<file path="src/rtl/ctr_pkg.sv">
// Shared types and helpers for the ctr control stage.
package ctr_pkg;

  typedef enum logic [1:0] {
    StIdle = 2'd0,
    StRun  = 2'd1,
    StStep = 2'd2
  } ctr_state_e;

  // Debounce counter width, wide enough to hold the value DEBOUNCE_CYCLES.
  function automatic int unsigned dbnc_cnt_width(int unsigned cycles);
    return $clog2(cycles + 1);
  endfunction

endpackage

</file>
<file path="src/rtl/btn_debounce.sv">
// Synchronises and debounces one raw push-button; emits a 1-cycle pulse on each accepted press.
module btn_debounce
  import ctr_pkg::*;
#(
  parameter int unsigned DEBOUNCE_CYCLES = 4
) (
  input  logic clk_i,
  input  logic rst_ni,
  input  logic btn_i,
  output logic press_o
);

  localparam int unsigned CntW = dbnc_cnt_width(DEBOUNCE_CYCLES);
  localparam logic [CntW-1:0] CntMax = CntW'(DEBOUNCE_CYCLES);
  localparam logic [CntW-1:0] CntOne = CntW'(1);

  logic [1:0]      sync_q;
  logic [CntW-1:0] cnt_q, cnt_d;
  logic            stable_q, stable_d;
  logic            stable_dly_q;

  always_ff @(posedge clk_i or negedge rst_ni) begin
    if (!rst_ni) begin
      sync_q       <= 2'b00;
      cnt_q        <= '0;
      stable_q     <= 1'b0;
      stable_dly_q <= 1'b0;
    end else begin
      sync_q       <= {sync_q[0], btn_i};
      cnt_q        <= cnt_d;
      stable_q     <= stable_d;
      stable_dly_q <= stable_q;
    end
  end

  // Any cycle agreeing with the stable value restarts the count.
  always_comb begin
    cnt_d    = '0;
    stable_d = stable_q;
    if (sync_q[1] != stable_q) begin
      if (cnt_q + CntOne == CntMax) begin
        stable_d = sync_q[1];
      end else begin
        cnt_d = cnt_q + CntOne;
      end
    end
  end

  assign press_o = stable_q & ~stable_dly_q;

endmodule

</file>
<file path="src/rtl/ctr_ctrl.sv">
// Button front-end for the ctr counter: debounced run/pause, direction and single-step control.
module ctr_ctrl
  import ctr_pkg::*;
#(
  parameter int unsigned DEBOUNCE_CYCLES = 4
) (
  input  logic clk,
  input  logic rst,
  input  logic btn_run,
  input  logic btn_dir,
  input  logic btn_step,
  output logic enable,
  output logic count_reversed,
  output logic running
);

  logic run_evt, dir_evt, step_evt;

  btn_debounce #(.DEBOUNCE_CYCLES(DEBOUNCE_CYCLES)) u_run (
    .clk_i  (clk),
    .rst_ni (rst),
    .btn_i  (btn_run),
    .press_o(run_evt)
  );

  btn_debounce #(.DEBOUNCE_CYCLES(DEBOUNCE_CYCLES)) u_dir (
    .clk_i  (clk),
    .rst_ni (rst),
    .btn_i  (btn_dir),
    .press_o(dir_evt)
  );

  btn_debounce #(.DEBOUNCE_CYCLES(DEBOUNCE_CYCLES)) u_step (
    .clk_i  (clk),
    .rst_ni (rst),
    .btn_i  (btn_step),
    .press_o(step_evt)
  );

  ctr_state_e state_q, state_d;
  logic       dir_q, dir_d;
  logic       enable_q, enable_d;
  logic       running_q, running_d;

  always_ff @(posedge clk or negedge rst) begin
    if (!rst) begin
      state_q   <= StIdle;
      dir_q     <= 1'b0;
      enable_q  <= 1'b0;
      running_q <= 1'b0;
    end else begin
      state_q   <= state_d;
      dir_q     <= dir_d;
      enable_q  <= enable_d;
      running_q <= running_d;
    end
  end

  // Run beats step when both arrive together in IDLE.
  always_comb begin
    state_d = state_q;
    unique case (state_q)
      StIdle: begin
        if (run_evt) begin
          state_d = StRun;
        end else if (step_evt) begin
          state_d = StStep;
        end
      end
      StRun: begin
        if (run_evt) begin
          state_d = StIdle;
        end
      end
      StStep: begin
        state_d = run_evt ? StRun : StIdle;
      end
      default: state_d = StIdle;
    endcase
  end

  // Outputs are registered from the next state so they line up with state_q.
  always_comb begin
    enable_d  = (state_d == StRun) || (state_d == StStep);
    running_d = (state_d == StRun);
    dir_d     = dir_q ^ dir_evt;
  end

  assign enable         = enable_q;
  assign running        = running_q;
  assign count_reversed = dir_q;

endmodule
</file>
<file path="config.mk">
export PLATFORM = sky130hd
export DESIGN_NAME = ctr_ctrl
export DESIGN_NICKNAME = d
export VERILOG_FILES = /design/src/rtl/ctr_pkg.sv /design/src/rtl/btn_debounce.sv /design/src/rtl/ctr_ctrl.sv
export SDC_FILE = /design/constraint.sdc
export NUM_CORES = 1
export LEC_CHECK = 0
export CORE_MARGIN = 5
export CORE_UTILIZATION = 50
export CTS_BUF_LIST = sky130_fd_sc_hd__clkbuf_4 sky130_fd_sc_hd__clkbuf_8
export CTS_CLUSTER_DIAMETER = 150
export CTS_CLUSTER_SIZE = 28
export DETAILED_ROUTE_END_ITERATION = 10
export HOLD_SLACK_MARGIN = 0.05
export PLACE_DENSITY = 0.7
export SETUP_SLACK_MARGIN = 0.02
export SLEW_MARGIN = 20
export SYNTH_ARGS = -nofsm -noshare
export SYNTH_HDL_FRONTEND = slang
export SYNTH_HIERARCHICAL = 1
export SYNTH_SLANG_ARGS = --single-unit
</file>
<file path="constraint.sdc">
create_clock -name clk -period 1.8 [get_ports clk]
set_input_delay 0.27 -clock clk [delete_from_list [all_inputs] [get_ports clk]]
set_output_delay 0.27 -clock clk [all_outputs]
set_load 0.03 [all_outputs]
</file>
# --- Word-level counts from Yosys, hierarchy flattened ---
# Cells that the tools add are included.
op_classes:
  add_sub_neg: 3
  eq_ne: 10
  muxes: 11
  bitwise: 7
  n_reduce_logical: 5
ops:
  columns: ["op", "count"]
  rows:
  - ["2-to-1 mux 3 bit", 6]
  - ["adder 3 x 1 -> 3 bit, second input constant", 3]
  - ["equality test 3 bit, second input constant", 3]
  - ["2-to-1 mux 2 bit", 3]
  - ["case mux 2 bit (3 select lines)", 1]
  - ["AND reduction 2 bit", 3]
  - ["equality test 2 x 1 -> 1 bit, second input constant", 2]
  - ["equality test 2 bit, second input constant", 2]
  - ["bitwise AND 1 bit", 3]
  - ["!= test 1 bit", 3]
  - ["inverter 1 bit", 3]
  - ["logical NOT 2 bit", 1]
  - ["logical OR 1 bit", 1]
  - ["2-to-1 mux 1 bit", 1]
  - ["bitwise XOR 1 bit", 1]
word_totals:
  register_bits: 26
  inputBits: 5
  output_inout_bits: 3

# --- Depth between registers and ports, before layout ---
depth:
  ltp_word: 7
  ltp_mapped: 5

# --- Modules after synthesis ---
# Netlist, hierarchy kept.
by_module_without_submodules:
  columns: ["mod", "n_inst", "cells_per_inst", "area_each_um2", "seq_area_each_um2"]
  rows:
  - ["btn_debounce", 3, 17, 264.0, 175.2]
  - ["ctr_ctrl", 1, 12, 183.9, 125.1]

# --- Worst setup path after synthesis ---
# No wires, ideal clock.
synth_path:
  path_type: "register -> register"
  startpoint: "reg u_run.stable_q"
  endpoint: "reg enable_q (netlist: enable)"
  setup_ps: 113
  t_arrival_ps: 1206
  slack_ps: 482
  stages_incl_launch_ff: 6
  n_path_buf: 0
  period_less_slack_ps: 1318
  path_cell_list: "dfrtp_1 nor2b_1 nor2_1 mux2_2 ha_1 inv_1"
synth_between:
  elab_chain_len: 5
synth_rtl:
  columns: ["item", "line_no", "rtl"]
  rows:
  - ["start: declaration", "btn_debounce.sv:19", "logic stable_q, stable_d;"]
  - ["start signal: assignment", "btn_debounce.sv:31", "stable_q <= stable_d;"]
  - ["bitwise AND 1 bit (*)", "btn_debounce.sv:49", "assign press_o = stable_q & ~stable_dly_q;"]
  - ["net run_evt", "ctr_ctrl.sv:17", "logic run_evt, dir_evt, step_evt;"]
  - ["2-to-1 mux 1 bit (tied with other cells)", "ctr_ctrl.sv:76", "state_d = run_evt ? StRun : StIdle;"]
  - ["case mux 2 bit (3 select lines) (*)", "ctr_ctrl.sv:62", "unique case (state_q)"]
  - ["net state_d[0]", "ctr_ctrl.sv:40", "ctr_state_e state_q, state_d;"]
  - ["equality test 2 x 1 -> 1 bit or equality test 2 bit (tied branches)", "ctr_ctrl.sv:84", "enable_d = (state_d == StRun) || (state_d == StStep);"]
  - ["logical OR 1 bit (*)", "ctr_ctrl.sv:84", null]
  - ["net enable_d", "ctr_ctrl.sv:42", "logic enable_q, enable_d;"]
  - ["end signal: assignment", "ctr_ctrl.sv:54", "enable_q <= enable_d;"]
  - ["end: declaration", "ctr_ctrl.sv:42", null]
# The timed path passes the listed nets; every way through them passes the cells marked *.
# A chain may end at the register's enable or synchronous reset.

# --- Worst setup path after layout ---
layout_path:
  startpoint: "reg dir_q (netlist: count_reversed)"
  endpoint: "out count_reversed"
layout_rtl:
  columns: ["item", "line_no", "rtl"]
  rows:
  - ["start: declaration", "ctr_ctrl.sv:41", "logic dir_q, dir_d;"]
  - ["start signal: assignment", "ctr_ctrl.sv:53", "dir_q <= dir_d;"]
  - ["end: declaration", "ctr_ctrl.sv:13", "output logic count_reversed,"]
# No word-level cell between the ends.

==> metrics.txt <==
Layout area overhead 16.79%; Buffers on Ports 7; die width 54.18 microns; CP endpoint kind output port; Core Box Area 1902 sq um; ant diodes 0; Adder-Cell Fraction of Synth Area 8.974%; maximum vdd drop 0.8058 mV; DRC 0; DR pass1 iterations 2; largest cells by area after synthesis dfrtp_1, ha_1, mux2_4; CP cell instances clkdlybuf4s50_1; status completed; first-pass GRT wire length 1.938 mm; final setup violating endpoints 0; Leak 0.5574 nW; Req. time, crit path 1.53 ns; family with the most delay on the worst path buffers and inverters; Syn Std Cell Area 975.9 sq um; Final Slew Violations 0; Compound-Gate Fraction of Synth Area 2.308%; DRT iter0 DRCs 1; Worst path max stage delay 0.67 ns; Slew HR 79.60%; XOR/XNOR Fraction of Synth Area 6.282%; Seq/Total Area, Yosys 66.67%; fin cells 102; Wirelength per Cell 10.50 microns; largest family of logic cells by synthesized area simple AND/OR/NAND/NOR gates; fin nets 88; Post-Synth Simple-Gate Area 9.231%; total die area 2935 sq um; Synthesized Nets 75; fmax 614.4 MHz; Slew @ Worst Pin 0.3051 ns; Yosys reg bits 26; clock buffer count from CTS 3; Initial Util 51.32%; Total GRT Usage 9.679%; TritonCTS clock tree built; Crit path buffers/inverters 1; DP HPWL 789.8 microns; vias in the first global route 490; Synth area leader dfrtp_1; antenna violations before repair 0; global route overflow 0; # rows 16; RD Place Congestion 0.6662; multiplexer share of the synthesized area 5.769%; Cell Count Post-Placement 98; # IOs 8; pin count of the biggest net entering global routing 27; CTS Hold Buffers Added 0; synthesized area per cell 15.49 sq um; Syn. warnings 6; area of the multi-input gates 317.8 sq um; CTS sink count 26; clk root buf clkbuf_4; ANT nets after route 0; Via Count 463; share of the synthesized area in the top cell type 66.67%; Clock Latency Late Sink 0.31 ns; Hold WC Path Type input pin to asynchronous set/reset pin; Worst-path clk slew 0.14 ns; fill cell count 141; CTS resizes 0; synth unique cells 13; min cycle time layout 1.628 ns; crit path launch type register; Post-Route WL 1.071 mm; Setup Fix Bufs, Post-CTS 0; Reg area 650.6 sq um; max cap viols 0; Final Cycle Share 90.42%; setup TNS 0 ns; Syn Inst Count 63; Arrival @ worst endpoint 1.36 ns; Final Skew 0.01107 ns; pwr dens 1512 nW/um^2; Setup CP Type register to output port; Slowest-stage cell, CP clkdlybuf4s50_1; Clock Path Buffers 2; Fin. Hold Viols 0; Worst Path Max Fanout 2; Die Y 54.18 microns; DR vias/cell 4.539; RSZ-0062 raised after global routing no; CTS H-Tree Depth 1; share of cells above drive strength 1 13.33%
==> synth_stat cells (all sizes together) <==
library cell and count:
a211oi 3, nor2 1, dfrtp 26, xnor2 3, nand2 3, xor2 4
inv 2, nor2b 6, nor4b 1, ha 7, mux2 4, nor3b 3
==> cell usage in the layout, fill, tap and decap left out <==
| master | instances |
|---|---|
| a211oi_1 | 3 |
| buf_4 | 1 |
| bufinv_16 | 1 |
| clkbuf_4 | 3 |
| clkdlybuf4s50_1 | 7 |
| dfrtp_1 | 26 |
| ha_1 | 7 |
| inv_1 | 2 |
| mux2_2 | 1 |
| mux2_4 | 3 |
| nand2_1 | 3 |
| nor2_1 | 1 |
| nor2b_1 | 6 |
| nor3b_1 | 3 |
| nor4b_2 | 1 |
| xnor2_1 | 3 |
| xor2_1 | 4 |
==> flip-flops by register name, summed over array words and instances, names as in the netlist <==
name                 flops
state_q                  2
u_run/stable_q           1
u_dir/sync_q             2
u_step/stable_q          1
count_reversed           1
u_step/sync_q            2
enable                   1
running                  1
u_step/stable_dly_q      1
u_run/sync_q             2
u_run/stable_dly_q       1
u_dir/cnt_q              3
u_run/cnt_q              3
u_dir/stable_q           1
u_step/cnt_q             3
u_dir/stable_dly_q       1
==> report_power, final <==
part | switching (mW) | leakage, nW | total, mW | internal (mW)
clock network | 0.158 | 0.0279 | 0.383 | 0.225
logic | 0.228 | 0.199 | 0.474 | 0.246
registers | 0.107 | 0.330 | 0.866 | 0.759
==> stage by stage <==
stage	cell area (sq um)	utilization [%]	hold WS, ns	setup slack, ns	total power, mW
after floorplan	975.9	-	-0.02559	0.4816	1.207
after global placement	1087	57.17	0.3320	0.4453	1.346
after detailed placement	1087	57.17	0.3358	0.4057	1.363
after CTS	1140	59.93	0.2959	0.1372	1.751
after global routing	1140	59.93	0.3064	0.1154	1.851
final	1140	59.93	0.2921	0.1724	1.723
==> final timing paths <==
kind	start	end	slack [ns]	depth (start not counted)
hold / removal	rst	u_step/stable_q$_DFFE_PN0P_	0.29	2
setup reg to reg	u_run/stable_q$_DFFE_PN0P_	enable$_DFF_PN0_	0.38	5
hold reg to reg	u_run/sync_q[0]$_DFF_PN0_	u_run/sync_q[1]$_DFF_PN0_	0.37	0
max in group asynchronous	rst	u_dir/cnt_q[1]$_DFF_PN0_	1.26	2
setup / recovery	count_reversed$_DFF_PN0_	count_reversed	0.17	1
min in group clk	u_run/sync_q[0]$_DFF_PN0_	u_run/sync_q[1]$_DFF_PN0_	0.37	0
==> area by class of cell <==
cell class	count	area share [%]
sequential	26	57.08
multi-input combinational	35	27.88
timing repair buffer	8	6.806
tap	27	2.964
clock inverter	1	2.634
clock buffer	3	1.976
inverter	2	0.6586
==> logic make-up after synthesis <==
kind of cell    after synthesis
flops                        26
buf+inv                       2
fa+ha+maj                     7
compound gates                3
xor+xnor                      7
simple gates                 14
mux                           4
==> layer usage <==
layer | vias up | global-route usage (%) | wire, microns
met4 | 0 | 7.469 | 10
met3 | 2 | 2.770 | 50
met5 | - | 0 | 0
met2 | 5 | 13.75 | 498
li1 | 233 | - | -
met1 | 223 | 12.26 | 512
Power figures use the tool's default switching activity.
